<file path="src/rtl/ttt_move_driver.sv">
// ttt_move_driver
//   Move-issuing front end for the tic-tac-toe engine. Queued moves are
//   pre-validated against a shadow board, then presented to the engine for
//   exactly one cycle in step with its WAIT_MOVE/CHECK cadence. When the engine
//   reports game end, the result is latched and the driver parks in D_DONE.
// Ports
//   clk, reset        : clock, async active-high reset (shared with engine)
//   start             : begin game (sampled in D_IDLE only)
//   move_valid/ready  : push handshake; move_x/move_y/move_player payload
//   stop_game, winner : engine status in
//   enable            : one-cycle start pulse to engine
//   data_in_x/y,player: move presented to engine (player 3 = idle slot)
//   reject            : pulse when a popped move is dropped as illegal
//   moves_issued      : committed move count (saturating)
//   game_over, result : sticky end flag and latched winner (3 = draw)
module ttt_move_driver #(
  parameter int DEPTH = 4
) (
  input  logic       clk,
  input  logic       reset,
  input  logic       start,
  input  logic       move_valid,
  input  logic [1:0] move_x,
  input  logic [1:0] move_y,
  input  logic [1:0] move_player,
  output logic       move_ready,
  input  logic       stop_game,
  input  logic [1:0] winner,
  output logic       enable,
  output logic [1:0] data_in_x,
  output logic [1:0] data_in_y,
  output logic [1:0] player,
  output logic       reject,
  output logic [3:0] moves_issued,
  output logic       game_over,
  output logic [1:0] result
);

  localparam int AW = $clog2(DEPTH);
  localparam logic [AW:0] PTR_ONE = (AW+1)'(1);

  typedef enum logic [2:0] {D_IDLE, D_ARM, D_WAIT, D_CHECK, D_DONE} state_t;

  state_t                 state_q, state_d;
  logic [DEPTH-1:0][5:0]  mem_q;
  logic [AW:0]            wr_q, rd_q;
  logic [8:0][1:0]        board_q, board_d;
  logic [1:0]             last_q, last_d;
  logic                   enable_q, enable_d;
  logic [1:0]             x_q, x_d, y_q, y_d, player_q, player_d;
  logic                   reject_q, reject_d;
  logic [3:0]             moves_q, moves_d;
  logic                   go_q, go_d;
  logic [1:0]             result_q, result_d;

  logic       empty, full, push, pop, legal;
  logic [5:0] head;
  logic [1:0] hx, hy, hp, head_cell;
  logic [3:0] hidx, widx;

  // Extra pointer bit separates full from empty when the low bits match.
  assign empty = (wr_q == rd_q);
  assign full  = (wr_q[AW] != rd_q[AW]) && (wr_q[AW-1:0] == rd_q[AW-1:0]);
  assign move_ready = !full && (state_q != D_DONE);
  assign push  = move_valid && move_ready;

  assign head = mem_q[rd_q[AW-1:0]];
  assign hx   = head[5:4];
  assign hy   = head[3:2];
  assign hp   = head[1:0];
  assign hidx = {2'b00, hy} * 4'd3 + {2'b00, hx};
  assign widx = {2'b00, y_q} * 4'd3 + {2'b00, x_q};

  // An out-of-range head may alias a real cell index; the range terms in
  // 'legal' make that lookup irrelevant.
  always_comb begin
    head_cell = 2'd3;
    for (int i = 0; i < 9; i++)
      if (hidx == 4'(i)) head_cell = board_q[i];
  end

  assign legal = (hp <= 2'd1) && (hp != last_q) && (hx <= 2'd2) &&
                 (hy <= 2'd2) && (head_cell == 2'd3);

  always_comb begin
    state_d  = state_q;
    enable_d = 1'b0;
    x_d      = x_q;
    y_d      = y_q;
    player_d = 2'd3;
    reject_d = 1'b0;
    moves_d  = moves_q;
    go_d     = go_q;
    result_d = result_q;
    board_d  = board_q;
    last_d   = last_q;
    pop      = 1'b0;
    case (state_q)
      D_IDLE: begin
        if (start) begin
          state_d  = D_ARM;
          enable_d = 1'b1;
        end
      end
      // Slot load: the popped move is shown during the following D_WAIT.
      D_ARM, D_CHECK: begin
        state_d = D_WAIT;
        if (!empty) begin
          pop = 1'b1;
          if (legal) begin
            x_d      = hx;
            y_d      = hy;
            player_d = hp;
          end else begin
            reject_d = 1'b1;
          end
        end
      end
      D_WAIT: begin
        if (stop_game) begin
          // Engine already ended; the move on the bus is not committed.
          result_d = winner;
          go_d     = 1'b1;
          state_d  = D_DONE;
        end else begin
          if (player_q != 2'd3) begin
            for (int i = 0; i < 9; i++)
              if (widx == 4'(i)) board_d[i] = player_q;
            last_d = player_q;
            if (moves_q != 4'hf) moves_d = moves_q + 4'd1;
          end
          state_d = D_CHECK;
        end
      end
      D_DONE: ;
      default: state_d = D_IDLE;
    endcase
  end

  always_ff @(posedge clk or posedge reset) begin
    if (reset) begin
      state_q  <= D_IDLE;
      mem_q    <= '0;
      wr_q     <= '0;
      rd_q     <= '0;
      board_q  <= {9{2'd3}};
      last_q   <= 2'd3;
      enable_q <= 1'b0;
      x_q      <= 2'd0;
      y_q      <= 2'd0;
      player_q <= 2'd3;
      reject_q <= 1'b0;
      moves_q  <= 4'd0;
      go_q     <= 1'b0;
      result_q <= 2'd3;
    end else begin
      state_q  <= state_d;
      if (push) begin
        mem_q[wr_q[AW-1:0]] <= {move_x, move_y, move_player};
        wr_q <= wr_q + PTR_ONE;
      end
      if (pop) rd_q <= rd_q + PTR_ONE;
      board_q  <= board_d;
      last_q   <= last_d;
      enable_q <= enable_d;
      x_q      <= x_d;
      y_q      <= y_d;
      player_q <= player_d;
      reject_q <= reject_d;
      moves_q  <= moves_d;
      go_q     <= go_d;
      result_q <= result_d;
    end
  end

  assign enable       = enable_q;
  assign data_in_x    = x_q;
  assign data_in_y    = y_q;
  assign player       = player_q;
  assign reject       = reject_q;
  assign moves_issued = moves_q;
  assign game_over    = go_q;
  assign result       = result_q;

endmodule

</file>
<file path="config.mk">
export PLATFORM = sky130hd
export DESIGN_NAME = ttt_move_driver
export DESIGN_NICKNAME = d
export VERILOG_FILES = /design/src/rtl/ttt_move_driver.sv
export SDC_FILE = /design/constraint.sdc
export NUM_CORES = 1
export LEC_CHECK = 0
export CELL_PAD_IN_SITES_DETAIL_PLACEMENT = 1
export CELL_PAD_IN_SITES_GLOBAL_PLACEMENT = 2
export CORE_AREA = 5 5 87 109
export DETAILED_ROUTE_END_ITERATION = 16
export DIE_AREA = 0 0 92 114
export GPL_TIMING_DRIVEN = 1
export PLACE_DENSITY_LB_ADDON = 0.1
export SYNTH_ARGS = -nofsm -noshare
export SYNTH_HDL_FRONTEND = slang
export SYNTH_SLANG_ARGS = --single-unit
</file>
<file path="constraint.sdc">
create_clock -name clk -period 4.56 [get_ports clk]
set_clock_uncertainty 0.15 [all_clocks]
set_input_delay 0.456 -clock clk [delete_from_list [all_inputs] [get_ports clk]]
set_output_delay 0.456 -clock clk [all_outputs]
set_load 0.005 [all_outputs]
</file>
==> summary.txt <==
outcome: completed
top cell type's share of synthesized area: 33.8%
hold depth: 1
vias post-DR: 2002
YS warnings: 0
area grow syn2layout: 17.1%
crit path kind: register to register
layout cell share with drive strength beyond 1: 38.2%
Starting Density: 38.5%
post-synthesis mux area share: 22.0%
global route overflow: 0
fmax: 0.244 GHz
clk_lat worst skew: 0.34 ns
# DRC: 0
Synth Instances: 240
Hold WC Path Type: register to register
Post-CTS Resized: 0
Sink Count: 68
IO Count: 29
Synth async-reset ratio: 100%
Pleak: 1.59 nW
Root Driver: clkbuf_8
WHS: 0.328 ns
pre-CTS worst setup slack: 0.441 ns
Worst IR Drop VDD: 365 uV
cell area after synthesis: 3260 um2
drt via density: 5.27
cts hold-fix bufs: 0
Post-Synth Simple-Gate Area: 8.21%
gr usage total: 14.2%
sequential share of the synthesized area: 53.1%
post-synth top area cell: dfrtp_1
number of global-route vias before repair: 2150
Chip Height: 114 um
unrepaired setup endpoints after global routing: no
initial antenna violation count: 0
Antenna Nets Post-Route: 0
worst r2r dst: data_in_y[1]
reg-to-reg startpoint: rd_q[0]
post-route setup slack: 0.465 ns
Reg2Reg Depth: 8
post-layout util: 45.1%
H-tree Lvls: 3
I/O Buffers: 28
Seq cells post-synth: 68
Core ar.: 8460 um2
Post-synth EDFFs: 0
cts bufs inserted: 9
largest cells by area after synthesis: dfrtp_1 (34%), dfstp_2 (19%), mux2_2 (17%), ha_1 (4.2%), mux4_2 (4.1%)
Adder-Cell Fraction of Synth Area: 6.68%
Final Hold Vio Count: 0
main combinational cell family by area after synthesis: multiplexers
most numerous cell in the Yosys netlist: mux2_2
Critical Path RT: 4.63 ns
cell row count: 38
DR iter-0 viols: 41
Max Cap Viol: 0
largest net degree at the start of global routing: 37
crit path DAT: 4.17 ns
Tot Pwr: 2.99 mW
Clock Tree Buf Depth: 2
die area: 10500 um2
CP max FO: 9
CP endpoint kind: register
Rel. slew slack: 54.2%
Final setup viols: 0
global-route wire length before repair: 11400 um
worst-margin pin slew: 0.687 ns
Period minus WS final: 4.10 ns
PwrDens: 782 nW/um2
synthesized area per cell: 13.6 um2
dpl hpwl: 4980 um
clock transition at the registers of the reported paths: 0.08 ns
Synth Net Count: 268
max-slew violation count: 0
drt pass-1 iters: 4
Most used DFF post-synth: dfrtp_1
R2R Setup Slk: 0.46 ns
gpl congestion: 0.710
# Post-CTS Setup Buffers: 0
hold path endpoint: game_over
CTS tree: built
post-route setup TNS: 0 ns
fin nets: 303
fraction of the cycle the final worst path needs: 89.8%
Synth Area in XOR/XNOR: 2.69%
Synth Area in Compound Gates: 5.60%
Antenna diodes: 0
Distinct cells, synth: 42
Setup crit start kind: register
synth cell count leaders: mux2_2 (48), dfrtp_1 (44), dfstp_2 (24), nor2_1 (17), nand2_1 (14)
hold_sp: game_over
drt total wl: 6670 um
Die X: 92 um
WL/cell: 17.6 um
critical path, stage by stage, from the launching register on:
cell	delay, ns
dfrtp_1	0.67
mux4_2	0.65
fa_1	0.49
ha_1	0.23
fa_1	0.54
o311ai_0	0.38
o211ai_1	0.17
a21oi_2	0.33
mux2_2	0.38
layout by cell type (no fill, tap or decap), drive strengths merged, types with 5 or more instances in the layout:
| cell type | instances |
|---|---|
| clkdlybuf4s50 | 28 |
| clkinv | 5 |
| nand3 | 6 |
| a21oi | 8 |
| inv | 9 |
| ha | 11 |
| xnor2 | 7 |
| dfstp | 24 |
| mux4 | 6 |
| clkbuf | 9 |
| mux2 | 50 |
| dfrtp | 44 |
| nand2 | 14 |
| nor2 | 17 |
kinds of logic (layout without fill, tap and decap cells):
group,Yosys count,in the layout
flip-flops,68,68
multiplexers,57,57
AND/OR/NAND/NOR,52,52
AO/OA/AOI/OAI,24,24
adder cells (fa/ha/maj),15,15
buffers and inverters,14,54
XOR/XNOR,10,10
where the power goes:
| group | leakage [nW] | switching (mW) | total (mW) | internal [mW] |
|---|---|---|---|---|
| combinational | 0.722 | 0.733 | 1.47 | 0.733 |
| clock | 0.0848 | 0.240 | 0.434 | 0.194 |
| sequential | 0.786 | 0.214 | 1.09 | 0.872 |
| total | 1.59 | 1.19 | 2.99 | 1.80 |
sequential cells by signal, indices dropped and copies added, names as in the netlist, 2 cells and up:
signal	cells
data_in_y	2
moves_issued	4
mem_q	24
data_in_x	2
board_q	18
rd_q	3
player	2
last_q	2
wr_q	3
result	2
state_q	3
area by class of cell:
class	instances	area (um2)
Clock buffer	9	124
Clock inverter	7	43.8
Multi-Input combinational cell	158	1470
Sequential cell	68	1730
Inverter	9	33.8
Timing Repair Buffer	29	288
Tap cell	100	125
Fill cell	891	4650
per-layer routing:
| metal | global-route usage (%) | vias up | wire [um] |
|---|---|---|---|
| li1 | - | 928 | - |
| met1 | 18.2 | 1047 | 2910 |
| met2 | 23.8 | 18 | 3530 |
| met3 | 2.97 | 9 | 132 |
| met4 | 5.35 | 0 | 102 |
| met5 | 0 | - | 0 |
worst max-delay path by stage:
stage             from            to  slack [ns]  cells past startpoint
2_1_floorplan  rd_q[0]  data_in_x[0]        0.85                      9
3_3_place_gp   rd_q[0]  data_in_x[0]        0.53                      8
3_5_place_dp   rd_q[0]  data_in_y[1]        0.44                      9
4_1_cts        rd_q[0]  data_in_y[1]        0.44                      9
5_1_grt        rd_q[0]  data_in_x[0]        0.24                      9
6_report       rd_q[0]  data_in_y[1]        0.46                      8
per-stage QoR:
step | instance area (um2) | std cells
floorplan | 3260 | 240
global placement | 3650 | 364
detailed placement | 3650 | 364
CTS | 3820 | 380
global route | 3820 | 380
finish | 3820 | 380
Power figures use the tool's default switching activity.
